==> src/rtl/mult_pkg.sv <==
// -----------------------------------------------------------------------------
// mult_pkg
// Shared types and constants for the 32x32 -> 64 sequential multiplier.
//   mult_state_t : FSM state encoding (SETUP / RUN / FIX / DONE)
//   DATA_W       : operand width
//   MULT_ITERS   : shift-add iterations per multiply
//   mag32()      : operand magnitude for signed or unsigned mode
// -----------------------------------------------------------------------------
package mult_pkg;

    localparam int DATA_W     = 32;
    localparam int MULT_ITERS = 32;
    localparam int CNT_W      = 6;

    // Plain 2-bit constants rather than an enum so the encoding stays visible
    // to tools and netlists that predate SV enums.
    typedef logic [1:0] mult_state_t;
    localparam mult_state_t SETUP = 2'd0;
    localparam mult_state_t RUN   = 2'd1;
    localparam mult_state_t FIX   = 2'd2;
    localparam mult_state_t DONE  = 2'd3;

    // Two's-complement magnitude when signed; 0x80000000 negates to itself,
    // which read as unsigned is exactly the magnitude wanted.
    function automatic logic [DATA_W-1:0] mag32(input logic [DATA_W-1:0] v,
                                                input logic              is_signed);
        if (is_signed && v[DATA_W-1]) begin
            return -v;
        end
        return v;
    endfunction

endpackage

==> src/rtl/mult_if.sv <==
// -----------------------------------------------------------------------------
// mult_if
// Operand / result bundle for the multiplier.
//   a, b, signmult : operands and signed-mode select (master -> slave)
//   hi, lo, done   : 64-bit product halves and result-valid flag (slave -> master)
// -----------------------------------------------------------------------------
interface mult_if;
    import mult_pkg::*;

    logic [DATA_W-1:0] a;
    logic [DATA_W-1:0] b;
    logic              signmult;
    logic [DATA_W-1:0] hi;
    logic [DATA_W-1:0] lo;
    logic              done;

    modport master (
        output a, b, signmult,
        input  hi, lo, done
    );

    modport slave (
        input  a, b, signmult,
        output hi, lo, done
    );

endinterface

==> src/rtl/mult.sv <==
// -----------------------------------------------------------------------------
// mult
// Sequential 32x32 -> 64 shift-add multiplier, signed (MULT) or unsigned
// (MULTU). A high multrst both resets the block and captures the operands;
// the result appears 34 edges after the last edge with multrst high.
//
// Ports
//   clk      : rising-edge clock
//   multrst  : synchronous active-high reset / operand load / start
//   bus      : mult_if.slave -- a, b, signmult in; hi, lo, done out
//
// State table
//   SETUP | operands captured; form magnitudes and sign, clear accumulator
//   RUN   | one shift-add iteration per edge, 32 in total
//   FIX   | apply the sign to the accumulator and write hi:lo
//   DONE  | result valid, held until the next multrst
// -----------------------------------------------------------------------------
module mult
    import mult_pkg::*;
(
    input  logic clk,
    input  logic multrst,
    mult_if.slave bus
);

    localparam logic [CNT_W-1:0] LAST_ITER = CNT_W'(MULT_ITERS - 1);

    mult_state_t         state_q,  state_d;
    logic [DATA_W-1:0]   a_q,      a_d;
    logic [DATA_W-1:0]   b_q,      b_d;
    logic                sm_q,     sm_d;
    logic                sign_q,   sign_d;
    logic [2*DATA_W-1:0] mcand_q,  mcand_d;
    logic [DATA_W-1:0]   mplier_q, mplier_d;
    logic [2*DATA_W-1:0] acc_q,    acc_d;
    logic [CNT_W-1:0]    cnt_q,    cnt_d;
    logic [DATA_W-1:0]   hi_q,     hi_d;
    logic [DATA_W-1:0]   lo_q,     lo_d;

    logic [2*DATA_W-1:0] prod;

    always_comb begin
        state_d  = state_q;
        a_d      = a_q;
        b_d      = b_q;
        sm_d     = sm_q;
        sign_d   = sign_q;
        mcand_d  = mcand_q;
        mplier_d = mplier_q;
        acc_d    = acc_q;
        cnt_d    = cnt_q;
        hi_d     = hi_q;
        lo_d     = lo_q;
        prod     = sign_q ? -acc_q : acc_q;

        case (state_q)
            SETUP: begin
                mcand_d  = {{DATA_W{1'b0}}, mag32(a_q, sm_q)};
                mplier_d = mag32(b_q, sm_q);
                sign_d   = (a_q[DATA_W-1] ^ b_q[DATA_W-1]) & sm_q;
                acc_d    = '0;
                cnt_d    = '0;
                state_d  = RUN;
            end
            RUN: begin
                // Multiplicand walks left while the multiplier walks right,
                // so bit 0 of the multiplier is always the current bit.
                if (mplier_q[0]) begin
                    acc_d = acc_q + mcand_q;
                end
                mcand_d  = mcand_q << 1;
                mplier_d = mplier_q >> 1;
                cnt_d    = cnt_q + 1'b1;
                if (cnt_q == LAST_ITER) begin
                    state_d = FIX;
                end
            end
            FIX: begin
                hi_d    = prod[2*DATA_W-1:DATA_W];
                lo_d    = prod[DATA_W-1:0];
                state_d = DONE;
            end
            default: begin
                state_d = DONE;
            end
        endcase
    end

    always_ff @(posedge clk) begin
        if (multrst) begin
            state_q  <= SETUP;
            a_q      <= bus.a;
            b_q      <= bus.b;
            sm_q     <= bus.signmult;
            sign_q   <= 1'b0;
            mcand_q  <= '0;
            mplier_q <= '0;
            acc_q    <= '0;
            cnt_q    <= '0;
            hi_q     <= '0;
            lo_q     <= '0;
        end else begin
            state_q  <= state_d;
            a_q      <= a_d;
            b_q      <= b_d;
            sm_q     <= sm_d;
            sign_q   <= sign_d;
            mcand_q  <= mcand_d;
            mplier_q <= mplier_d;
            acc_q    <= acc_d;
            cnt_q    <= cnt_d;
            hi_q     <= hi_d;
            lo_q     <= lo_d;
        end
    end

    assign bus.hi   = hi_q;
    assign bus.lo   = lo_q;
    assign bus.done = (state_q == DONE);

endmodule

==> src/flat_wrapper.sv <==
// flat-port wrapper written by rule: the top's interface ports become plain ports
module mult_flat import mult_pkg::*;
  (clk, multrst, bus_a, bus_b, bus_signmult, bus_hi, bus_lo, bus_done);
  mult_if bus_i ();
  input  logic clk;
  input  logic multrst;
  input wire logic [$bits(bus_i.a)-1:0] bus_a;
  input wire logic [$bits(bus_i.b)-1:0] bus_b;
  input wire logic [$bits(bus_i.signmult)-1:0] bus_signmult;
  output wire logic [$bits(bus_i.hi)-1:0] bus_hi;
  output wire logic [$bits(bus_i.lo)-1:0] bus_lo;
  output wire logic [$bits(bus_i.done)-1:0] bus_done;
  assign bus_i.a = bus_a;
  assign bus_i.b = bus_b;
  assign bus_i.signmult = bus_signmult;
  assign bus_hi = bus_i.hi;
  assign bus_lo = bus_i.lo;
  assign bus_done = bus_i.done;
  mult u_core (.clk(clk), .multrst(multrst), .bus(bus_i));
endmodule
==> config.mk <==
export PLATFORM = sky130hd
export DESIGN_NAME = mult_flat
export DESIGN_NICKNAME = d
export VERILOG_FILES = /design/src/rtl/mult_pkg.sv /design/src/rtl/mult_if.sv /design/src/rtl/mult.sv /design/src/flat_wrapper.sv
export SDC_FILE = /design/constraint.sdc
export NUM_CORES = 1
export LEC_CHECK = 0
export CAP_MARGIN = 20
export CORE_ASPECT_RATIO = 0.6
export CORE_MARGIN = 2
export CORE_UTILIZATION = 50
export DETAILED_ROUTE_END_ITERATION = 6
export HOLD_SLACK_MARGIN = 0.15
export PLACE_DENSITY = 0.76
export SKIP_LAST_GASP = 1
export SYNTH_ARGS = -nofsm -noshare
export SYNTH_HDL_FRONTEND = slang
export SYNTH_SLANG_ARGS = --single-unit
==> constraint.sdc <==
create_clock -name clk -period 3.1 [get_ports clk]
set_clock_uncertainty 0.1 [all_clocks]
set_input_delay 0.31 -clock clk [delete_from_list [all_inputs] [get_ports clk]]
set_output_delay 0.31 -clock clk [all_outputs]
set_load 0.05 [all_outputs]
==> results.md, run 1 <==
* Status: finished, violations left
* Violated checks: setup timing
* Vias at ~16000
* Post-synth EDFFs at 65
* Lkg Pwr at between 8 and 9 nW
* Via/cell ratio at between 5 and 6
* Rel. slew slack at 0.392
* Reg2reg path depth at 11
* GRT Resource Usage Total at 0.278
* Largest net degree at the start of global routing at about 170
* DRT Pass-1 Iters at 6
* Post-synth ARST share at 0
* Initial DRC Count at around 1600
* Worst Max-Slew Pin Slew at just over 0.9 ns
* ANT cells at 0
* Syn nets at 2238
* Die H at ~150 µm
* Startpoint Class: register
* Wirelength, routed at roughly 50000 µm
* Commonest cells after routing, fill and taps aside: 357 x nor2_1, 247 x buf_4, 242 x a21oi_1, 225 x dfxtp_1, 219 x nand2_1
* Crit Reg-Reg Startpoint: u_core.acc_q[18]$_SDFFE_PP0P_
* First-pass GRT wire length at 78900 µm
* Worst vdd ir at ~0.43 mV
* Min cycle time layout at about 3.2 ns
* DRC Markers at 0
* Initial antenna violation count at 0
* Mapped Area at about 17000 µm²
* Final worst setup slack at -0.0921 ns
* Synth top area cells: dfxtp_1 28%, edfxtp_1 12%, nor2_1 8.0%, a21oi_1 7.6%, xor2_1 5.4%
* CTS sink count at 298
* Post-synth cell types at 68
* Core footprint at between 30000 and 40000 µm²
* TNS Setup at -0.135 ns
* Yosys top cell by area: dfxtp_1
* Clock tree buffer depth at 3
* Max-Cap Viols at 0
* RR Endpoint: u_core.bus.hi[30]$_SDFFE_PP0N_
* TritonCTS Buffers at 30
* Final hold slack at a little under 0.2 ns
* HP Start: bus_b[30]
* Power Dens Cells at about 420 nW/µm²
* Port bufs at about 130
* Ports at 132
* Fmax at 313 MHz
* Layout area overhead at 30.2%
* Syn Area/Cell at between 8 and 9 µm²
* Worst-Skew Late Latency at 0.57 ns
* Die Area at around 35000 µm²
* Fin. Hold Viols at 0
* Remaining Overflow, GRT at 0
* Pre-CTS setup slack at -0.313 ns
* Root Driver: clkbuf_16
* Number of global-route vias before repair at between 10000 and 15000
* Post-Synthesis Cells at approximately 2100
* Crit end category: register
* Dpl cell area at a little over 20000 µm²
* Hold Path Depth at 1
* Final #Nets at approximately 2500
* Post-route cell area at between 20000 and 25000 µm²
* Clock slew seen by the registers of the worst setup and hold paths at around 0.06 ns
* Flops & latches, synth at just under 300
* Worst-path fanout max at 3
* GP Congestion at roughly 0.96
* Period Utilization, post-route at 1.03
* Hold Path Sink: u_core.b_d[30]$_DFFE_PP_
* Drt wl/cell at around 17 µm
* Primary FF master, synth: dfxtp_1
* Register area share after synthesis at 0.391
* Synth Warn # at 0
* DIE WIDTH at 241 µm
* Most common cell after layout, fill and taps aside: nor2_1
* Starting density of the core at 0.505
* Share of layout cells above drive strength 1 at 0.175
* Slew Limit Fails at 0
* Remaining antenna violation count at 0
* Hpwl dp at ~37000 µm
* R2r setup slk at -0.09 ns
* CTS tree: built
* Depth of the CTS H-tree at 1
* Critical path class: reg -> reg
* CP Data Required Time at 3.49 ns
* CP arrival at roughly 3.6 ns
* Row cnt at 52
* Type of the worst min-delay path: in -> reg
* RSZ-0062 raised after global routing: yes
* Share of the synthesized area in the top cell type at 0.276
* Total power at just over 0.009 W
* Endpoints failing setup at 2
registers in the layout, summed over array words and instances, names as in the netlist:
| register | count |
|---|---|
| u_core.b_d | 32 |
| u_core.bus.hi | 32 |
| u_core.mcand_q | 64 |
| u_core.cnt_q | 6 |
| u_core.a_d | 32 |
| u_core.acc_q | 64 |
| u_core.sign_q | 1 |
| u_core.sm_d | 1 |
| u_core.mplier_q | 32 |
| u_core.bus.lo | 32 |
| u_core.state_q | 2 |
what timing repair did:
item                                   in CTS  in global routing
pin swaps                                  18                 36
hold buffers                                1                  0
setup endpoints to repair                  26                 60
gates resized for setup                    39                 87
endpoints found under the hold margin      27                  0
buffers inserted                            7                 12
cell families (layout without fill, tap and decap cells):
logic type / after synthesis / in the layout / share of synthesized area
and+or+nand+nor: 800 / 800 / 0.211
AOI/OAI and AO/OA: 607 / 607 / 0.217
DFF: 298 / 298 / 0.391
xor gates and xnor gates: 171 / 171 / 0.0885
adders and majority gates: 68 / 68 / 0.0507
muxes: 16 / 16 / 0.00954
buffers and inverters: 143 / 467 / 0.0317
layer usage:
metal  up-vias  share of wire  track usage
li1       8077              -            -
met1      7570           0.50        0.443
met2       635           0.38        0.373
met3        42           0.11       0.0753
met4         0          0.011       0.0377
met5         -              0            0
worst max path at each step:
stage,from,end,slack (ns),cells past startpoint
3_3_place_gp,u_core.mcand_q[18]$_SDFFE_PP0P_,u_core.acc_q[55]$_SDFFE_PP0P_,-0.29,13
3_5_place_dp,u_core.acc_q[0]$_SDFFE_PP0P_,u_core.acc_q[50]$_SDFFE_PP0P_,-0.31,14
2_1_floorplan,u_core.acc_q[27]$_SDFFE_PP0P_,u_core.bus.hi[29]$_SDFFE_PP0N_,-0.02,9
5_1_grt,u_core.acc_q[18]$_SDFFE_PP0P_,u_core.bus.hi[30]$_SDFFE_PP0N_,-0.25,11
4_1_cts,u_core.acc_q[18]$_SDFFE_PP0P_,u_core.bus.hi[30]$_SDFFE_PP0N_,-0.06,11
6_report,u_core.acc_q[18]$_SDFFE_PP0P_,u_core.bus.hi[30]$_SDFFE_PP0N_,-0.09,11
where the power goes:
part           internal [W]  switching, W
Combinational      0.000573      0.000631
Clock               0.00218       0.00156
Sequential          0.00412      0.000151
Total               0.00688       0.00234
cell usage after synthesis (18+ instances only):
cell type	number
clkbuf_1	112
or3_1	23
xnor2_1	67
nand2_1	222
a21oi_1	257
nand4_1	24
a22oi_1	32
a211oi_1	59
o31ai_1	27
xor2_1	104
nor2_1	361
dfxtp_1	233
ha_1	67
o21ai_0	119
inv_1	24
nand3_1	24
nor3_1	34
a21o_1	29
edfxtp_1	65
nor4_1	18
layout make-up:
| cell class | instances | area [µm²] |
|---|---|---|
| clock inverter | 11 | 118 |
| clock buffer | 44 | 905 |
| fill | 2717 | 11500 |
| timing repair buffer | 388 | 3320 |
| tap | 459 | 574 |
| sequential | 298 | 6630 |
| multi-input combinational | 1662 | 10400 |
| inverter | 24 | 90.1 |
critical path, stage by stage (launching register included):
cell	delay (ns)
dfxtp_2	0.33
buf_6	0.11
or3_4	0.36
or3_4	0.37
nor4_4	0.30
nand4_1	0.16
or2_1	0.29
or4_4	0.51
o41ai_4	0.23
xnor2_1	0.16
nand2_1	0.08
a21oi_1	0.13
through the flow:
step                      std cells   util
after floorplan                2103      -
after global placement         2813  0.605
after detailed placement       2813  0.605
after CTS                      2876  0.642
after global routing           2886  0.657
final                          2886  0.657
Power figures use the tool's default switching activity.
==> run 2: changes to the inputs <==
ABC_AREA = 0   (was unset)
==> results of run 2 <==
Final layout, timing and power as in run 1 (identical DEF).
==> run 3: changes to the inputs <==
==> constraint.sdc (replaced) <==
create_clock -name clk -period 3.1 [get_ports clk]
set_clock_uncertainty 0.1 [all_clocks]
set_input_delay 0.465 -clock clk [delete_from_list [all_inputs] [get_ports clk]]
set_output_delay 0.465 -clock clk [all_outputs]
set_load 0.05 [all_outputs]
==> run 3 against run 2 <==
Sequential power hardly changed. Design area up 0.22%. Largest power group unchanged. Fmax shrank 2.6%. Combinational power hardly changed. Flip-flop and latch count stayed put. Count of clock-buffer cells in the layout down 9. Routed wire length up 3.2%. The run still ends with setup timing left. Setup slack lost 0.084 ns.
==> results.md, run 3 (same netlist as run 1, synthesis figures left out) <==
* RSZ-0062 raised after global routing: yes
* CTS sink count at 298 (unchanged)
* Final worst setup slack at -0.177 ns (-0.0845 ns)
* Number of global-route vias before repair at 14800 (-0.11%)
* Worst vdd ir at 0.443 mV (+3.5%)
* Worst-path fanout max at 3 (unchanged)
* Rel. slew slack at 0.352 (-0.0396)
* Filler cell count at 2734 (+0.63%)
* Violated checks: setup timing
* Initial DRC Count at 1656 (+1.3%)
* Clock slew seen by the registers of the worst setup and hold paths at 0.07 ns (about the same)
* Root Driver: clkbuf_16
* Max-Cap Viols at 0 (unchanged)
* Die H at 146 µm (unchanged)
* Top flop regs: u_core.acc_q x64, u_core.mcand_q x64
* Type of the worst min-delay path: in -> reg
* CP peak stage delay at 0.52 ns (about the same)
* Dpl cell area at 20200 µm² (-0.37%)
* Crit Reg-Reg Startpoint: u_core.mcand_q[0]$_SDFFE_PP0P_
* Worst Max-Slew Pin Slew at 0.972 ns (+0.0593 ns)
* Top cell family by delay on the critical path: compound AO/OA/AOI/OAI gates
* CP startpoint: u_core.mcand_q[0]$_SDFFE_PP0P_
* Via/cell ratio at 5.74 (+1.5%)
* Drt wl/cell at 17.9 µm (+3.5%)
* CP arrival at 3.70 ns (+0.11 ns)
* ANT cells at 0 (unchanged)
* Period Utilization, post-route at 1.06 (+0.0272)
* Critical path cell sequence: ha_4 > inv_2 > fa_2 > nor2b_4 > o31ai_4 > a211oi_2 > buf_4 > buf_4 > a21oi_4 > o21ai_4 > a31oi_4 > o21ai_2 > buf_4 > o21ai_4 > or4_1 > nand3_1
* DIE WIDTH at 241 µm (unchanged)
* GP Congestion at 0.947 (-0.95%)
* Crit end category: register
* Port bufs at 131 (unchanged)
* Remaining antenna violation count at 0 (unchanged)
* Initial antenna violation count at 1 (+1)
* First-pass GRT wire length at 78500 µm (-0.49%)
* Share of layout cells above drive strength 1 at 0.180 (+0.00464)
* Fmax at 305 MHz (-2.6%)
* Final core occ at 0.659 (+0.00142)
* Placed instance count at 2803 (-0.36%)
* Wirelength, routed at 51500 µm (+3.2%)
* Crit path top cell by count: buf_4
* Startpoint Class: register
* Status: finished, violations left
* Power Dens Cells at 434 nW/µm² (+3.7%)
* Worst-Skew Late Latency at 0.58 ns (about the same)
* Largest net degree at the start of global routing at 166 (-4.6%)
* Final hold slack at 0.200 ns (+0.00639 ns)
* Post-route cell area at 22100 µm² (+0.22%)
* Vias at 16500 (+1.2%)
* Critical path class: reg -> reg
* Slew Limit Fails at 0 (unchanged)
* Layout area overhead at 30.5%
* Clock tree buffer depth at 3 (unchanged)
* Core footprint at 33500 µm² (unchanged)
* CTS tree: built
* Ports at 132 (unchanged)
* Endpoints failing setup at 15 (+13)
* DRT Pass-1 Iters at 5 (-1)
* Lkg Pwr at 8.86 nW (+0.46%)
* TritonCTS Buffers at 30 (unchanged)
* Min cycle time layout at 3.28 ns (+0.0845 ns)
* Final #Nets at 2531 (-0.32%)
* Fin cells at 2879 (-0.24%)
* Pre-CTS setup slack at -0.289 ns (+0.0240 ns)
* CP Buf/Inv Count at 4 (+3)
* Fin. Hold Viols at 0 (unchanged)
* Hpwl dp at 37000 µm (-0.94%)
* Depth of the CTS H-tree at 1 (unchanged)
* Starting density of the core at 0.505 (unchanged)
* GRT Resource Usage Total at 0.277 (-0.000527)
* HP Start: multrst
* Die Area at 35400 µm² (unchanged)
* DRC Markers at 0 (unchanged)
* CP max-delay cell: or4_1
* CP Data Required Time at 3.52 ns (+0.03 ns)
* Most common cell after layout, fill and taps aside: nor2_1
* Remaining Overflow, GRT at 0 (unchanged)
* Row cnt at 52 (unchanged)
* Commonest cells after routing, fill and taps aside: 359 x nor2_1, 244 x a21oi_1, 240 x buf_4, 219 x nand2_1, 219 x dfxtp_1
-- run 3: path summary, 6_finish.rpt --
path	to	slack, ns	cells after the start
min	u_core.mcand_q[38]$_SDFFE_PP0P_	0.20	2
max reg2reg	u_core.acc_q[50]$_SDFFE_PP0P_	-0.18	16
max	u_core.acc_q[50]$_SDFFE_PP0P_	-0.18	16
min reg2reg	u_core.bus.hi[20]$_SDFFE_PP0N_	0.35	2
-- run 3: area by class of cell --
cell class,count,area [µm²],share of cell area
multi-input combinational,1662,10400,0.470
clock buffer,35,811,0.0367
sequential,298,6640,0.301
tap,459,574,0.0260
clock inverter,21,303,0.0137
inverter,24,90.1,0.00408
timing repair buffer,380,3270,0.148
-- run 3: metrics by stage --
stage | total power, W | setup TNS, ns
final | 0.00958 | -0.951
after global routing | 0.00992 | -3.28
after CTS | 0.00956 | -0.117
after detailed placement | 0.00545 | -2.37
after global placement | 0.00541 | -1.11
after floorplan | 0.00498 | -0.0691
-- run 3: power by group --
| group | leakage [nW] | switching, W | internal [W] | total, W |
|---|---|---|---|---|
| registers | 2.53 | 0.000151 | 0.00412 | 0.00427 |
| logic | 5.79 | 0.000646 | 0.000563 | 0.00121 |
| clock network | 0.545 | 0.00164 | 0.00246 | 0.00410 |
-- run 3: repair_timing --
| item | CTS | global route |
|---|---|---|
| pin swaps | 13 | 35 |
| buffers inserted | 10 | 10 |
| hold buffers | 0 | 0 |
| setup endpoints to repair | 30 | 58 |
| cloned | 0 | 1 |
| gates resized for setup | 30 | 103 |
-- run 3: layer usage --
metal  part of all wire  track usage  vias to the layer above
li1                   -            -                     8079
met1               0.49        0.439                     7707
met2               0.39        0.371                      690
met3               0.11       0.0802                       47
met4              0.012       0.0404                        2
met5            0.00023            0                        -
